## config.mk

```make
export PLATFORM = sky130hd
export DESIGN_NAME = serial_sub
export DESIGN_NICKNAME = d
export VERILOG_FILES = /design/src/rtl/serial_sub_pkg.sv /design/src/rtl/serial_sub_hsub.sv /design/src/rtl/serial_sub.sv
export SDC_FILE = /design/constraint.sdc
export NUM_CORES = 1
export LEC_CHECK = 0
export ABC_AREA = 1
export CAP_MARGIN = 25
export CORE_MARGIN = 2
export CORE_UTILIZATION = 49
export DETAILED_ROUTE_END_ITERATION = 6
export PLACE_DENSITY_LB_ADDON = 0.15
export SYNTH_ARGS = -nofsm -noshare
export SYNTH_HDL_FRONTEND = slang
export SYNTH_SLANG_ARGS = --single-unit
```

## constraint.sdc

```tcl
create_clock -name clk -period 1.6 [get_ports clk]
set_clock_uncertainty 0.2 [all_clocks]
set_input_delay 0.4 -clock clk [delete_from_list [all_inputs] [get_ports clk]]
set_output_delay 0.4 -clock clk [all_outputs]
set_load 0.05 [all_outputs]
```

## src/rtl/serial_sub_pkg.sv

```systemverilog
// -----------------------------------------------------------------------------
// serial_sub_pkg
// Shared constants for the bit-serial subtractor.
//   - FSM state encodings (IDLE / RUN / DONE), 2-bit legacy-compatible values
//   - clog2(): ceiling log2 used to size the bit counter
// No ports (package).
// -----------------------------------------------------------------------------
package serial_sub_pkg;

   localparam logic [1:0] IDLE = 2'd0;
   localparam logic [1:0] RUN  = 2'd1;
   localparam logic [1:0] DONE = 2'd2;

   // Ceiling log2; returns at least 1 for any value >= 2.
   function automatic int unsigned clog2(input int unsigned value);
      int unsigned r;
      r = 0;
      for (int unsigned i = 0; i < 32; i++) begin
         if ((64'd1 << i) < 64'(value)) r = i + 1;
      end
      return r;
   endfunction

endpackage

```

## src/rtl/serial_sub_hsub.sv

```systemverilog
// -----------------------------------------------------------------------------
// hsub -- half subtractor, x - y.
// Ports:
//   i_x  : minuend bit
//   i_y  : subtrahend bit
//   o_d  : difference bit (x ^ y)
//   o_bo : borrow out (~x & y)
// -----------------------------------------------------------------------------
module hsub (
   input  logic i_x,
   input  logic i_y,
   output logic o_d,
   output logic o_bo
);

   assign o_d  = i_x ^ i_y;
   assign o_bo = ~i_x & i_y;

endmodule

```

## src/rtl/serial_sub.sv

```systemverilog
// -----------------------------------------------------------------------------
// serial_sub -- bit-serial unsigned subtractor, diff = a - b (mod 2^WIDTH).
// One bit per clock, LSB first; a result takes WIDTH RUN cycles plus one DONE
// cycle, and the FSM spends one IDLE cycle before the next accept.
// Build option: define SERIAL_SUB_SAT_EN for saturating subtraction (a final
// borrow forces diff to zero; borrow is still reported).
// Ports:
//   clk    : clock, rising edge
//   rst    : synchronous active-high reset
//   start  : request; accepted when start & ready on a rising edge
//   a, b   : minuend / subtrahend, sampled only on the accepting edge
//   ready  : high in IDLE
//   diff   : result, valid while done=1 and held until the next accept
//   borrow : final borrow out (1 when a < b)
//   done   : one-cycle pulse in DONE
// -----------------------------------------------------------------------------
module serial_sub
   import serial_sub_pkg::*;
#(
   parameter int WIDTH = 8
) (
   input  logic             clk,
   input  logic             rst,
   input  logic             start,
   input  logic [WIDTH-1:0] a,
   input  logic [WIDTH-1:0] b,
   output logic             ready,
   output logic [WIDTH-1:0] diff,
   output logic             borrow,
   output logic             done
);

   localparam int unsigned          CNT_W    = clog2(WIDTH);
   localparam logic [CNT_W-1:0]     LAST_BIT = CNT_W'(WIDTH - 1);

   logic [1:0]       r_state;
   logic [WIDTH-1:0] r_a;
   logic [WIDTH-1:0] r_b;
   logic [WIDTH-1:0] r_diff;
   logic             r_borrow;
   logic             r_bin;
   logic [CNT_W-1:0] r_cnt;

   logic             w_d1;
   logic             w_bo1;
   logic             w_d;
   logic             w_bo2;
   logic             w_bout;

   // Full subtractor from two half subtractors: (a_i - b_i) - bin.
   hsub u_hsub_ab (
      .i_x  (r_a[0]),
      .i_y  (r_b[0]),
      .o_d  (w_d1),
      .o_bo (w_bo1)
   );

   hsub u_hsub_bin (
      .i_x  (w_d1),
      .i_y  (r_bin),
      .o_d  (w_d),
      .o_bo (w_bo2)
   );

   assign w_bout = w_bo1 | w_bo2;

   always_ff @(posedge clk) begin
      if (rst) begin
         r_state  <= IDLE;
         r_a      <= '0;
         r_b      <= '0;
         r_diff   <= '0;
         r_borrow <= 1'b0;
         r_bin    <= 1'b0;
         r_cnt    <= '0;
      end else begin
         case (r_state)
            IDLE: begin
               if (start) begin
                  r_a     <= a;
                  r_b     <= b;
                  r_bin   <= 1'b0;
                  r_cnt   <= '0;
                  r_state <= RUN;
               end
            end
            RUN: begin
               r_a    <= r_a >> 1;
               r_b    <= r_b >> 1;
               r_bin  <= w_bout;
               // Result bits enter at the MSB and walk down, so after WIDTH
               // shifts bit 0 has reached the LSB.
               r_diff <= {w_d, r_diff[WIDTH-1:1]};
               r_cnt  <= r_cnt + CNT_W'(1);
               if (r_cnt == LAST_BIT) begin
                  r_state  <= DONE;
                  r_borrow <= w_bout;
`ifdef SERIAL_SUB_SAT_EN
                  if (w_bout) r_diff <= '0;
`endif
               end
            end
            DONE: begin
               r_state <= IDLE;
            end
            default: begin
               r_state <= IDLE;
            end
         endcase
      end
   end

   assign ready  = (r_state == IDLE);
   assign done   = (r_state == DONE);
   assign diff   = r_diff;
   assign borrow = r_borrow;

endmodule

```

==> run metrics <==
CTS Hold Bufs 0; Clock transition at path regs about 100 ps; Global Route met3 Usage 6.22%; Cell Rows 19; number of port buffers 29; delay-heaviest family, CP flip-flops; syn_nets 218; synthesized instance count about 200; clock share of power around 34%; Synth Area in XOR/XNOR 0%; Worst Path Max Fanout 2; RD Place Congestion 0.795; initial drt markers 45; antenna viol nets, final 0; CORE AREA ~2700 µm²; Vias 1334; post-DP HPWL 2180 µm; Total GRT Usage 21.8%; Synth Area in Compound Gates between 5 and 6%; share of the synthesized area in the top cell type about 46%; area grow syn2layout 45.6%; vias in the first global route between 1000 and 1500; H-tree levels 2; worst path arrival time between 1000 and 1500 ps; final worst-path cycle share 103%; Post-Route WL 3080 µm; switching power as a share of total power roughly 27%; slowest stage delay, CP 360 ps; fmax ~610 MHz; Switching Power roughly 0.50 mW; CP max stage cell dfxtp_2; Seq cells post-synth 31; Min Hold Slack 270 ps; cell area after synthesis between 1000 and 1500 µm²; vias per cell 5.00; FF+latch area around 630 µm²; Gate power share about a fifth; WS Path Type reg -> out; met2 Use GR 35.4%; Bufs and invs on worst path 2; first-pass GRT wire length 5400 µm; synth unique cells 14; Worst Hold End r_cnt[0]; largest family of logic cells by synthesized area simple AND/OR/NAND/NOR gates; share of layout cells above drive strength 1 approximately 17%; Cell Chain, Critical Path nor2_4 > buf_12 > buf_12; Hold Path Class reg -> reg; initial antenna violation count 0; die area between 3000 and 4000 µm²; Finished Cell Area between 1500 and 2000 µm²; routed len/inst 11.5 µm; P_int about 1.4 mW; launch point of the worst reg-to-reg path r_state[0]; most common cell after layout, fill and taps aside nor2_1; Setup-failing EPs final 2; CP endpoint kind output pin; WHS Path Cells 1; peak supply drop about 0.85 mV; global route hottest layer met2; most frequent cell on the critical path buf_12; Placed Area 1850 µm²; Multi-input gate area about 620 µm²; TritonCTS clock tree done; post-layout min period about 1600 ps; sequential share of the synthesized area around 46%; number of synthesis warnings 0; die extent in y ~57 µm; fin nets 257; power share of the sequential group between 40% and 50%; DIE WIDTH approximately 57 µm; R2R Path End r_a[4]; status complete, but fails checks; reg-to-reg setup timing slack ~100 ps; crit path launch type flip-flop; Critical Path RT 1000 ps; drt pass-1 iters 6; root buf cell clkbuf_4; HP Start r_cnt[0]; Max Slew Vio Count 0; RSZ-0062 raised after global routing true; Worst slew margin around 71%; synthesized area per cell 6.91 µm²; violated checks negative setup slack; Fin. Hold Viols 0; clk_lat worst skew 330 ps; multiplexer share of the synthesized area 0%; CTS sink count 31; Pwr Density 951 nW/µm²; Clock Path Buffers 2; Fillers 211; Area contributors post-synth dfxtp_1 (46%), nor2_1 (12%), nand3_1 (12%); Adder-Cell Fraction of Synth Area under 10%; leakage power about 0.9 nW; Initial Util 50.4%; most frequent cells in the layout nor2_1 (42), nand2_1 (39), nand3_1 (32), dfxtp_1 (29), clkdlybuf4s50_1 (18); area leader, netlist dfxtp_1; # diodes 0; Simple-Gate Fraction of Synth Area about a third; global route overflow 0; depth of the most critical reg-to-reg path 8; number of buffers created by CTS 5; Post-route DRC 0; Worst Max-Slew Pin Slew roughly 430 ps; met1 GRT Util between 20 and 30%; setup ws final -44.9 ps; largest net degree at the start of global routing 17; # IOs 30; max_cap viols 0
-- layer usage --
| layer | share of wire, % | wire [µm] | up-vias |
|---|---|---|---|
| met2 | 47 | 1450 | 36 |
| met3 | 5.6 | 171 | 5 |
| met5 | 0 | 0 | - |
| met1 | 46 | 1410 | 601 |
| li1 | - | - | 692 |
| met4 | 1.3 | 41 | 0 |
-- synthesized netlist by cell type --
cell	number
a21oi_1	7
and3_1	1
buf_2	5
buf_4	3
clkbuf_1	3
dfxtp_1	31
fa_1	1
ha_1	2
inv_1	18
inv_2	1
nand2_1	39
nand3_1	32
nor2_1	44
o21ai_0	9
-- final cells by class --
type | instances | area share, %
Timing Repair Buffer | 43 | 26.9
Inverter | 19 | 3.62
Clock buffer | 6 | 2.60
Multi-Input combinational cell | 135 | 31.4
Clock inverter | 2 | 1.78
Tap cell | 31 | 1.97
Sequential cell | 31 | 31.7
-- how the worst max path moves through the flow --
stage	endpoint	cells past startpoint	from
after floorplan	ready	2	r_state[0]
after global placement	r_b[7]	6	start
after detailed placement	r_b[7]	6	start
after CTS	ready	3	r_state[0]
after global routing	ready	3	r_state[1]
final	ready	3	r_state[1]
-- what timing repair did --
item / 4_1_cts / 5_1_grt
gates resized for setup: 7 / 0
pin swaps: 1 / 0
buffers inserted: 2 / 0
endpoints found under the setup margin: 2 / 4
-- metrics by stage --
stage | TNS (ps) | util, % | power (mW) | instances | setup slack [ps]
after floorplan | 0 | - | 1.06 | 196 | 187
after global placement | -1910 | 68.9 | 1.23 | 257 | -126
after detailed placement | -2250 | 68.9 | 1.24 | 257 | -136
after CTS | -98.1 | 73.4 | 1.89 | 267 | -52.3
after global routing | -209 | 73.4 | 1.96 | 267 | -91.7
final | -87.1 | 73.4 | 1.87 | 267 | -44.9
-- cells by family after synthesis --
family | Yosys count
flops | 31
fa+ha+maj | 3
simple gates | 116
buf+inv | 30
compound gates | 16
-- worst register-to-register path, delay by kind of cell (launching register included) --
kind	cells	cell delay [ps]
buffers and inverters	3	430
and+or+nand+nor	5	390
DFF	1	380
-- power by group through the flow --
stage	sequential, mW	combinational, mW	clock (mW)
after floorplan	0.909	0.147	0
after global placement	0.869	0.363	0
after detailed placement	0.871	0.370	0
after CTS	0.853	0.380	0.654
after global routing	0.859	0.412	0.686
final	0.853	0.380	0.642
-- sequential cells by signal, indices dropped and copies added (netlist names) --
register,flops
r_a,8
diff,8
r_state,2
r_b,8
borrow,1
r_cnt,3
r_bin,1
(Power assumes the default switching activity.)
